<file path="src/rtl/matmul_pkg.sv">
// Shared types and constants for the matrix-multiply sequencer.
// Latency: n/a (types, constants and a pure address helper only).
// Backpressure: n/a.
package matmul_pkg;

  // Sequencer states: fetch A element, fetch B element and MAC, write C element, completion pulse.
  typedef enum logic [2:0] {
    IDLE = 3'd0,
    RD_A = 3'd1,
    RD_B = 3'd2,
    WR   = 3'd3,
    DONE = 3'd4
  } state_t;

  localparam logic [31:0] A_BASE_DEF = 32'h0000_0200;
  localparam logic [31:0] B_BASE_DEF = 32'h0000_0300;
  localparam logic [31:0] C_BASE_DEF = 32'h0000_0100;

  // Byte stride between consecutive 32-bit words.
  localparam int unsigned WORD_BYTES = 4;

  // Byte address of element [row][col] of a row-major n x n matrix at base.
  function automatic logic [31:0] elem_addr(input logic [31:0] base,
                                            input int unsigned row,
                                            input int unsigned col,
                                            input int unsigned n);
    return base + WORD_BYTES * (row * n + col);
  endfunction

endpackage

</file>
<file path="src/rtl/matmul_sequencer_if.sv">
// Memory bus between the sequencer (master) and the main memory block (slave).
// Latency: read data is combinational, valid in the same cycle as mem_read.
// Backpressure: none; memory accepts one read or one write every cycle.
// Signals: mem_read/mem_write strobes, mem_addr byte address, mem_wdata write data,
//          mem_rdata read data returned by memory.
interface matmul_sequencer_if #(
  parameter int DW = 32
);
  logic          mem_read;
  logic          mem_write;
  logic [31:0]   mem_addr;
  logic [DW-1:0] mem_wdata;
  logic [DW-1:0] mem_rdata;

  modport master (
    output mem_read,
    output mem_write,
    output mem_addr,
    output mem_wdata,
    input  mem_rdata
  );

  modport slave (
    input  mem_read,
    input  mem_write,
    input  mem_addr,
    input  mem_wdata,
    output mem_rdata
  );
endinterface

</file>
<file path="src/rtl/matmul_sequencer_addr_gen.sv">
// Maps (state, i, j, k) to the byte address the sequencer presents on the bus.
// Latency: purely combinational.
// Backpressure: n/a.
// Ports: state/i/j/k in, addr out (0 in states that make no access).
module matmul_addr_gen
  import matmul_pkg::*;
#(
  parameter int          N      = 3,
  parameter int          IW     = 2,
  parameter logic [31:0] A_BASE = A_BASE_DEF,
  parameter logic [31:0] B_BASE = B_BASE_DEF,
  parameter logic [31:0] C_BASE = C_BASE_DEF
) (
  input  state_t        state,
  input  logic [IW-1:0] i,
  input  logic [IW-1:0] j,
  input  logic [IW-1:0] k,
  output logic [31:0]   addr
);

  always_comb begin
    addr = '0;
    case (state)
      RD_A:    addr = elem_addr(A_BASE, 32'(i), 32'(k), N);
      RD_B:    addr = elem_addr(B_BASE, 32'(k), 32'(j), N);
      WR:      addr = elem_addr(C_BASE, 32'(i), 32'(j), N);
      default: addr = '0;
    endcase
  end

endmodule

</file>
<file path="src/rtl/matmul_sequencer.sv">
// Bus-master sequencer computing C = A x B (N x N, unsigned, wrapping) over the memory bus.
// Latency: 2N+1 cycles per C element; N*N*(2N+1)+1 busy cycles per run (64 for N=3).
// Backpressure: none on the bus; start is ignored while busy (including the DONE cycle).
// Ports: clk, rst_n (sync, active-low), start in; busy, done out; mem = bus master modport.
module matmul_sequencer
  import matmul_pkg::*;
#(
  parameter int          N      = 3,
  parameter int          DW     = 32,
  parameter logic [31:0] A_BASE = A_BASE_DEF,
  parameter logic [31:0] B_BASE = B_BASE_DEF,
  parameter logic [31:0] C_BASE = C_BASE_DEF
) (
  input  logic clk,
  input  logic rst_n,
  input  logic start,
  output logic busy,
  output logic done,
  matmul_sequencer_if.master mem
);

  localparam int            IW   = (N > 1) ? $clog2(N) : 1;
  localparam logic [IW-1:0] LAST = IW'(N - 1);

  state_t        state, n_state;
  logic [IW-1:0] i, j, k, n_i, n_j, n_k;
  logic [DW-1:0] acc, n_acc, a_reg, n_a_reg;
  logic [31:0]   n_addr;

  // Next-state and datapath update. Outputs are registered from these next
  // values, so every output flop always reflects the state it is paired with
  // and mem_rdata answers the address currently on the bus.
  always_comb begin
    n_state = state;
    n_i     = i;
    n_j     = j;
    n_k     = k;
    n_acc   = acc;
    n_a_reg = a_reg;
    case (state)
      IDLE: begin
        if (start) begin
          n_state = RD_A;
          n_i     = '0;
          n_j     = '0;
          n_k     = '0;
          n_acc   = '0;
        end
      end
      RD_A: begin
        n_a_reg = mem.mem_rdata;
        n_state = RD_B;
      end
      RD_B: begin
        // Low DW bits of the product; the sum wraps modulo 2^DW.
        n_acc = acc + a_reg * mem.mem_rdata;
        if (k != LAST) begin
          n_k     = k + 1'b1;
          n_state = RD_A;
        end else begin
          n_state = WR;
        end
      end
      WR: begin
        n_acc = '0;
        n_k   = '0;
        if (j != LAST) begin
          n_j = j + 1'b1;
        end else begin
          n_j = '0;
          n_i = (i == LAST) ? '0 : i + 1'b1;
        end
        n_state = (i == LAST && j == LAST) ? DONE : RD_A;
      end
      DONE:    n_state = IDLE;
      default: n_state = IDLE;
    endcase
  end

  matmul_addr_gen #(
    .N      (N),
    .IW     (IW),
    .A_BASE (A_BASE),
    .B_BASE (B_BASE),
    .C_BASE (C_BASE)
  ) u_addr_gen (
    .state (n_state),
    .i     (n_i),
    .j     (n_j),
    .k     (n_k),
    .addr  (n_addr)
  );

  always_ff @(posedge clk) begin
    if (!rst_n) begin
      state         <= IDLE;
      i             <= '0;
      j             <= '0;
      k             <= '0;
      acc           <= '0;
      a_reg         <= '0;
      busy          <= 1'b0;
      done          <= 1'b0;
      mem.mem_read  <= 1'b0;
      mem.mem_write <= 1'b0;
      mem.mem_addr  <= '0;
      mem.mem_wdata <= '0;
    end else begin
      state         <= n_state;
      i             <= n_i;
      j             <= n_j;
      k             <= n_k;
      acc           <= n_acc;
      a_reg         <= n_a_reg;
      busy          <= (n_state != IDLE);
      done          <= (n_state == DONE);
      mem.mem_read  <= (n_state == RD_A) || (n_state == RD_B);
      mem.mem_write <= (n_state == WR);
      mem.mem_addr  <= n_addr;
      // Entering WR the final RD_B sum is n_acc, not yet acc.
      mem.mem_wdata <= (n_state == WR) ? n_acc : '0;
    end
  end

endmodule

</file>
<file path="src/flat_wrapper.sv">
// flat-port wrapper written by rule: the top's interface ports become plain ports
module matmul_sequencer_flat import matmul_pkg::*;
#(
  parameter int          N      = 3,
  parameter int          DW     = 32,
  parameter logic [31:0] A_BASE = A_BASE_DEF,
  parameter logic [31:0] B_BASE = B_BASE_DEF,
  parameter logic [31:0] C_BASE = C_BASE_DEF
)
  (clk, rst_n, start, busy, done, mem_mem_read, mem_mem_write, mem_mem_addr, mem_mem_wdata, mem_mem_rdata);
  matmul_sequencer_if #(.DW(DW)) mem_i ();
  input  logic clk;
  input  logic rst_n;
  input  logic start;
  output logic busy;
  output logic done;
  output wire logic [$bits(mem_i.mem_read)-1:0] mem_mem_read;
  output wire logic [$bits(mem_i.mem_write)-1:0] mem_mem_write;
  output wire logic [$bits(mem_i.mem_addr)-1:0] mem_mem_addr;
  output wire logic [$bits(mem_i.mem_wdata)-1:0] mem_mem_wdata;
  input wire logic [$bits(mem_i.mem_rdata)-1:0] mem_mem_rdata;
  assign mem_mem_read = mem_i.mem_read;
  assign mem_mem_write = mem_i.mem_write;
  assign mem_mem_addr = mem_i.mem_addr;
  assign mem_mem_wdata = mem_i.mem_wdata;
  assign mem_i.mem_rdata = mem_mem_rdata;
  matmul_sequencer #(.N(N), .DW(DW), .A_BASE(A_BASE), .B_BASE(B_BASE), .C_BASE(C_BASE)) u_core (.clk(clk), .rst_n(rst_n), .start(start), .busy(busy), .done(done), .mem(mem_i));
endmodule
</file>
<file path="config.mk">
export PLATFORM = sky130hd
export DESIGN_NAME = matmul_sequencer_flat
export DESIGN_NICKNAME = d
export VERILOG_FILES = /design/src/rtl/matmul_pkg.sv /design/src/rtl/matmul_sequencer_if.sv /design/src/rtl/matmul_sequencer_addr_gen.sv /design/src/rtl/matmul_sequencer.sv /design/src/flat_wrapper.sv
export SDC_FILE = /design/constraint.sdc
export NUM_CORES = 1
export LEC_CHECK = 0
export BUFFER_PORTS_ARGS = -buffer_cell sky130_fd_sc_hd__buf_2
export CAP_MARGIN = 30
export CORE_MARGIN = 2
export CORE_UTILIZATION = 62
export DETAILED_ROUTE_END_ITERATION = 12
export PLACE_DENSITY = 0.8
export REMOVE_ABC_BUFFERS = 1
export SKIP_LAST_GASP = 1
export SYNTH_ARGS = -nofsm -noshare
export SYNTH_HDL_FRONTEND = slang
export SYNTH_SLANG_ARGS = --single-unit
</file>
<file path="constraint.sdc">
create_clock -name clk -period 10.06 [get_ports clk]
set_input_delay 2.515 -clock clk [delete_from_list [all_inputs] [get_ports clk]]
set_output_delay 2.515 -clock clk [all_outputs]
set_load 0.01 [all_outputs]
</file>
==> flow_summary.toml, run 1 <==
[grt]
grt_max_degree = 88
grt_pass1_wl_mm = 90.71
grt_overflow = 0
grt_pass1_vias = 17231
grt_usage = 0.3295
antenna_found_initial = 0

[status]
status = "complete, no violations"

[hold_path]
hold_path.class = "flip-flop to flip-flop"

[clock_tree]
cts_tree = "done"
cts_root_buf = "clkbuf_16"
clk_latency_ns = 0.43
post_cts_buffers = 0
clock_path_buffers = 2
cts-resized-gates = 0
ctsHtreeMaxLevel = 4
clkSinkCount = 116
path_clk_slew_ns = 0.06
cts_hold_buf = 0
cts_buffers = 17

[setup_path]
crit_family = "adder cells"
worstPathArrival_ns = 9.62
critPathMaxStageDelay_ns = 0.53
cp-start-kind = "primary input"
setup.worst_path.class = "primary input to flip-flop"
path_buf_inv = 8
required_ns = 10.37
cpMostUsedCell = "fa_1"
cp-end-kind = "flip-flop"
cp_slowest_cell = "fa_1"
worst-path-max-fanout = 19

[timing]
slew_headroom = 0.3035
finalClockSkew_ns = 0.01417
finalSetupViolCount = 0
rsz0062_at_grt = "false"
fmax_mhz = 107.3
finalMaxSlewViolations = 0
tightest_slew_ns = 1.043
fin_crit_ns = 9.317
hold_violations = 0
finalCritPeriodShare = 0.9261
finalSetupTns_ns = 0

[synth]
ys.flop_type = "dfxtp_1"
yosysTopAreaCell = "fa_1"
ys_types = 61
ys_seq_elements = 116
syn_area_um2 = 21140
synth_edf_count = 0
syn_inst = 2326
yosysWarnings = 0
synthTopCellsByArea = "fa_1, dfxtp_1, and2_1"
synth_area_per_cell_um2 = 9.089
ys_seq_area_frac = 0.1098
synth_async_sr_flop_share = 0
synth_top_cell_area_share = 0.4176

[floorplanning]
die_x_um = 188.7
die_y_um = 188.7
initial_core_util = 0.6305
row_count = 67
core-area_um2 = 33530
ios = 103
dieArea_um2 = 35590

[placement]
post-dp-hpwl_mm = 42.50
routabilityCongestion = 0.9365
placed_cell_area_um2 = 21770
portBuffers = 77

[final_layout]
diodes = 0
final_layout_size_suffix_gt1_frac = 0.06749
design_area_um2 = 22410
multiInputGateArea_um2 = 16380
areaGrowthSynthToFinish_pct = 5.989
regArea_um2 = 2322
fillCellCount = 2688
final_nets = 2936

[drt]
routed_wirelength_mm = 55.13
drt-vias-per-instance = 5.598
antenna_left = 0
firstDrtPassIters = 5
via_count = 15613
routedWlPerCell_um = 19.77
drt_iter0_drc = 1206
drc = 0

[power]
leakage_nw = 11.24
vdd_drop_max_mv = 0.1489
power_density_nw_per_um2 = 152.2

[job]
maxCapViolations = 0
==> metrics by stage <==
stage	instances	util	hold slack, ns	worst slack, ns	power, mW
4_1_cts	2787	0.6670	0.4730	0.8280	3.407
3_3_place_gp	2754	0.6485	0.4566	0.4962	2.708
3_5_place_dp	2755	0.6493	0.4652	0.3991	2.754
2_1_floorplan	2201	-	0.4437	1.129	2.144
6_report	2789	0.6682	0.4730	0.7433	3.411
5_1_grt	2789	0.6682	0.4885	0.4053	3.704
==> final timing paths <==
path / startpoint / to / slack [ns] / cells past startpoint
max: mem_mem_rdata[8] / u_core.acc[23] / 0.74 / 26
min: u_core.a_reg[31] / u_core.a_reg[31] / 0.47 / 2
max reg2reg: u_core.a_reg[14] / u_core.acc[23] / 2.29 / 24
min reg2reg: u_core.a_reg[31] / u_core.a_reg[31] / 0.47 / 2
==> placed cells by master, fill, tap and decap left out, types with 25 or more instances in the layout <==
master    netlist  final
a21boi_0       35     35
a22oi_1        26     26
and2_1        334    334
buf_2           3     77
buf_4          25     28
conb_1          1     25
dfxtp_1       116    116
fa_1          441    441
ha_1          132    132
inv_1         504    504
nand2_1       292    292
nor2_1         38     38
nor2b_1        33     33
xnor2_1        62     62
==> area by class of cell <==
type / count / share of cell area
multi-input combinational: 1581 / 0.7308
sequential: 116 / 0.1036
inverter: 504 / 0.08443
timing repair buffer: 108 / 0.02971
tap: 448 / 0.02502
clock buffer: 19 / 0.01977
clock inverter: 13 / 0.006645
==> cells in the mapped netlist, types with 3 or more instances <==
cell and n:
o211ai_1 6, nand4_1 3, a21o_1 14, a22o_1 7, dfxtp_1 116, fa_1 441, clkbuf_1 120, a211oi_1 5
and3_1 6, o21ai_0 10, inv_1 504, ha_1 132, a21oi_1 18, a22oi_1 26, nor2b_1 33, buf_4 25
nand2b_1 6, o21bai_1 5, nor3b_1 3, xor2_1 23, buf_2 3, nand3_1 3, nand2_1 292, nor2_1 38
or3_1 3, a31o_2 3, nor3_1 8, a21boi_0 35, and2_1 334, xnor2_1 62, o21a_1 4
==> cells by family after synthesis <==
kind of cell / Yosys count / synth area share
and+or+nand+nor: 740 / 0.1806
buffers and inverters: 653 / 0.1206
adders and majority gates: 573 / 0.4957
AOI/OAI and AO/OA: 154 / 0.05540
DFF: 116 / 0.1098
xor gates and xnor gates: 86 / 0.03628
muxes: 3 / 0.001480
other: 1 / 0.0001774
==> power breakdown <==
group | leakage (nW) | internal, mW | switching [mW]
Clock | 0.281 | 0.374 | 0.251
Sequential | 0.940 | 0.488 | 0.0450
Combinational | 10.0 | 0.931 | 1.32
==> worst register-to-register path: cells and delay by family (launching register included) <==
kind / cells / cell delay (ns)
AOI/OAI and AO/OA: 6 / 1.33
adders and majority gates: 9 / 4.25
buffers and inverters: 6 / 0.32
DFF: 1 / 1.00
and+or+nand+nor: 3 / 0.75
==> per-layer routing <==
layer | vias up | global-route usage | wire length, um
li1 | 6753 | - | -
met1 | 7902 | 0.4222 | 20950
met2 | 763 | 0.5486 | 26630
met3 | 195 | 0.06724 | 4929
met4 | 0 | 0.1367 | 2610
met5 | - | 0 | 0
No activity file was read; power rests on OpenSTA's default activity.
==> run 2: changes to the inputs <==
--- a/config.mk
+++ b/config.mk
@@ -5,12 +5,13 @@
 export SDC_FILE = /design/constraint.sdc
 export NUM_CORES = 1
 export LEC_CHECK = 0
+export ABC_AREA = 1
 export BUFFER_PORTS_ARGS = -buffer_cell sky130_fd_sc_hd__buf_2
 export CAP_MARGIN = 30
 export CORE_MARGIN = 2
 export CORE_UTILIZATION = 62
 export DETAILED_ROUTE_END_ITERATION = 12
-export PLACE_DENSITY = 0.8
+export PLACE_DENSITY = 0.91
 export REMOVE_ABC_BUFFERS = 1
 export SKIP_LAST_GASP = 1
 export SYNTH_ARGS = -nofsm -noshare
==> run 2 against run 1 <==
  * Sequential share of layout area down 0.36 points
  * Sequential cell count unchanged
  * Worst setup slack improved by 0.19 ns
  * Register-to-register slack improved by 0.30 ns
  * Non-clock buffer count is 8 lower
  * Total power increased by 97%
==> flow_summary.toml, run 2 <==
[status]
status = "complete, no violations"

[floorplanning]
dieArea_um2 = 37120
core-area_um2 = 35310
initial_core_util = 0.6250
die_x_um = 192.7
die_y_um = 192.7
ios = 103
row_count = 69

[synth]
synth_top_cell_area_share = 0.4000
ys_seq_area_frac = 0.1052
synth.cells.most_frequent = "inv_1, nand2_1, fa_1"
synthTopCellsByArea = "fa_1, inv_1, nand2_1"
synth_edf_count = 0
yosysTopAreaCell = "fa_1"
syn_area_um2 = 22070
ys_types = 39
ys_seq_elements = 116
syn_inst = 2955
yosysWarnings = 0
synth_async_sr_flop_share = 0
ys.flop_type = "dfxtp_1"
synth_area_per_cell_um2 = 7.468
synth_most_common_cell = "inv_1"

[setup_path]
reg2reg_depth = 25
worstPathArrival_ns = 9.50
cp-end-kind = "flip-flop"
setup.worst_path.class = "primary input to flip-flop"
r2r_slack_ns = 2.59
required_ns = 10.43
worst-path-max-fanout = 33
cp-start-kind = "primary input"

[drt]
drt-vias-per-instance = 5.513
drc = 0
routed_wirelength_mm = 61.50
antenna_left = 0
drt_iter0_drc = 1847
routedWlPerCell_um = 18.01
via_count = 18827
firstDrtPassIters = 5

[timing]
slew_headroom = 0.3232
finalClockSkew_ns = 0.01458
worst_slack_ns = 0.9309
finalSetupViolCount = 0
finalCritPeriodShare = 0.9075
fmax_mhz = 109.5
tightest_slew_ns = 1.014
fin_crit_ns = 9.129
finalMaxSlewViolations = 0
hold_violations = 0
rsz0062_at_grt = "false"
finalSetupTns_ns = 0

[power]
finalPower_mw = 6.712
vdd_drop_max_mv = 0.3430
leakage_nw = 14.15
power_density_nw_per_um2 = 288.9

[job]
maxCapViolations = 0

[final_layout]
areaGrowthSynthToFinish_pct = 5.273
final_core_util = 0.6580
final_layout_size_suffix_gt1_frac = 0.05315
diodes = 0
final_nets = 3549
fillCellCount = 2574
final_cell_mix = "inv_1, nand2_1, fa_1"
layout_commonest_cell = "inv_1"

[grt]
grt_usage = 0.3543
grt_pass1_vias = 20396
grt_pass1_wl_mm = 101.0
antenna_found_initial = 2
grt_overflow = 0
grt_max_degree = 50

[clock_tree]
path_clk_slew_ns = 0.07
cts_hold_buf = 0
cts_buffers = 17
clock_path_buffers = 2
clkSinkCount = 116
clk_latency_ns = 0.44
cts_tree = "done"
ctsHtreeMaxLevel = 4
cts_root_buf = "clkbuf_16"
cts-resized-gates = 0
post_cts_buffers = 0

[placement]
post-dp-hpwl_mm = 44.61
portBuffers = 77
pre_cts_slack_ns = 0.5957
routabilityCongestion = 0.9688

[hold_path]
hold_path.class = "flip-flop to flip-flop"
whs_path_depth = 2
run 2: changes by cell type after synthesis, moves of 35 or more:
cell,previous run,this run
nand2_1,292,711
nand3_1,3,57
xnor2_1,62,6
and2_1,334,0
a21oi_1,18,73
o21ai_0,10,86
a21boi_0,35,0
inv_1,504,910
nor2_1,38,166
run 2: through the flow:
| stage | std cells | hold slack [ns] | area [um2] |
|---|---|---|---|
| floorplan | 2822 | 0.4669 | 21430 |
| global placement | 3382 | 0.4670 | 22560 |
| detailed placement | 3383 | 0.4749 | 22590 |
| CTS | 3415 | 0.4878 | 23230 |
| global route | 3415 | 0.5237 | 23230 |
| finish | 3415 | 0.4903 | 23230 |
run 2: layer usage:
metal	wire (um)	global-route usage	share of wire
met1	20980	0.4168	0.34
met2	28700	0.5831	0.47
met3	7344	0.09329	0.12
met4	4456	0.2129	0.072
met5	18	0	0.00029
run 2: cells by family after synthesis:
family,count (synthesis),share of synthesized area
AOI/OAI and AO/OA,194,0.04728
xor gates and xnor gates,26,0.01100
adders and majority gates,573,0.4749
buffers and inverters,1077,0.1896
DFF,116,0.1052
other,1,0.0001699
and+or+nand+nor,968,0.1718
run 2: path summary, 6_finish.rpt:
kind	endpoint	from
worst max-delay path	u_core.acc[29]	mem_mem_rdata[0]
worst min-delay path	u_core.a_reg[9]	u_core.a_reg[9]
worst max register to register	u_core.acc[29]	u_core.a_reg[15]
worst min register to register	u_core.a_reg[9]	u_core.a_reg[9]
run 2: layout make-up:
type | count | area (um2) | area share
Clock buffer | 19 | 452.9 | 0.01950
Clock inverter | 13 | 191.4 | 0.008240
Inverter | 920 | 3453 | 0.1486
Multi-Input combinational cell | 1786 | 15660 | 0.6738
Sequential cell | 116 | 2325 | 0.1001
Tap cell | 461 | 576.8 | 0.02483
Timing Repair Buffer | 100 | 578.1 | 0.02488
run 2: critical path, stage by stage:
cell and delay, ns:
buf_2 0.57, nand2_1 0.11, inv_1 0.11, fa_1 0.45, fa_1 0.50, fa_1 0.50, inv_1 0.07, fa_1 0.56
inv_1 0.07, fa_1 0.50, inv_1 0.06, fa_1 0.55, inv_1 0.06, fa_1 0.48, inv_1 0.06, fa_1 0.51
inv_1 0.05, ha_1 0.37, a21oi_1 0.23, o21ai_0 0.19, o21ai_0 0.20, nand3_1 0.14, a31o_2 0.23, a21oi_1 0.11
o21ai_0 0.13, a21oi_1 0.15
run 2: power breakdown:
group / internal (mW) / total (mW) / switching (mW)
combinational: 1.94 / 5.46 / 3.52
clock: 0.432 / 0.689 / 0.257
sequential: 0.497 / 0.563 / 0.0660
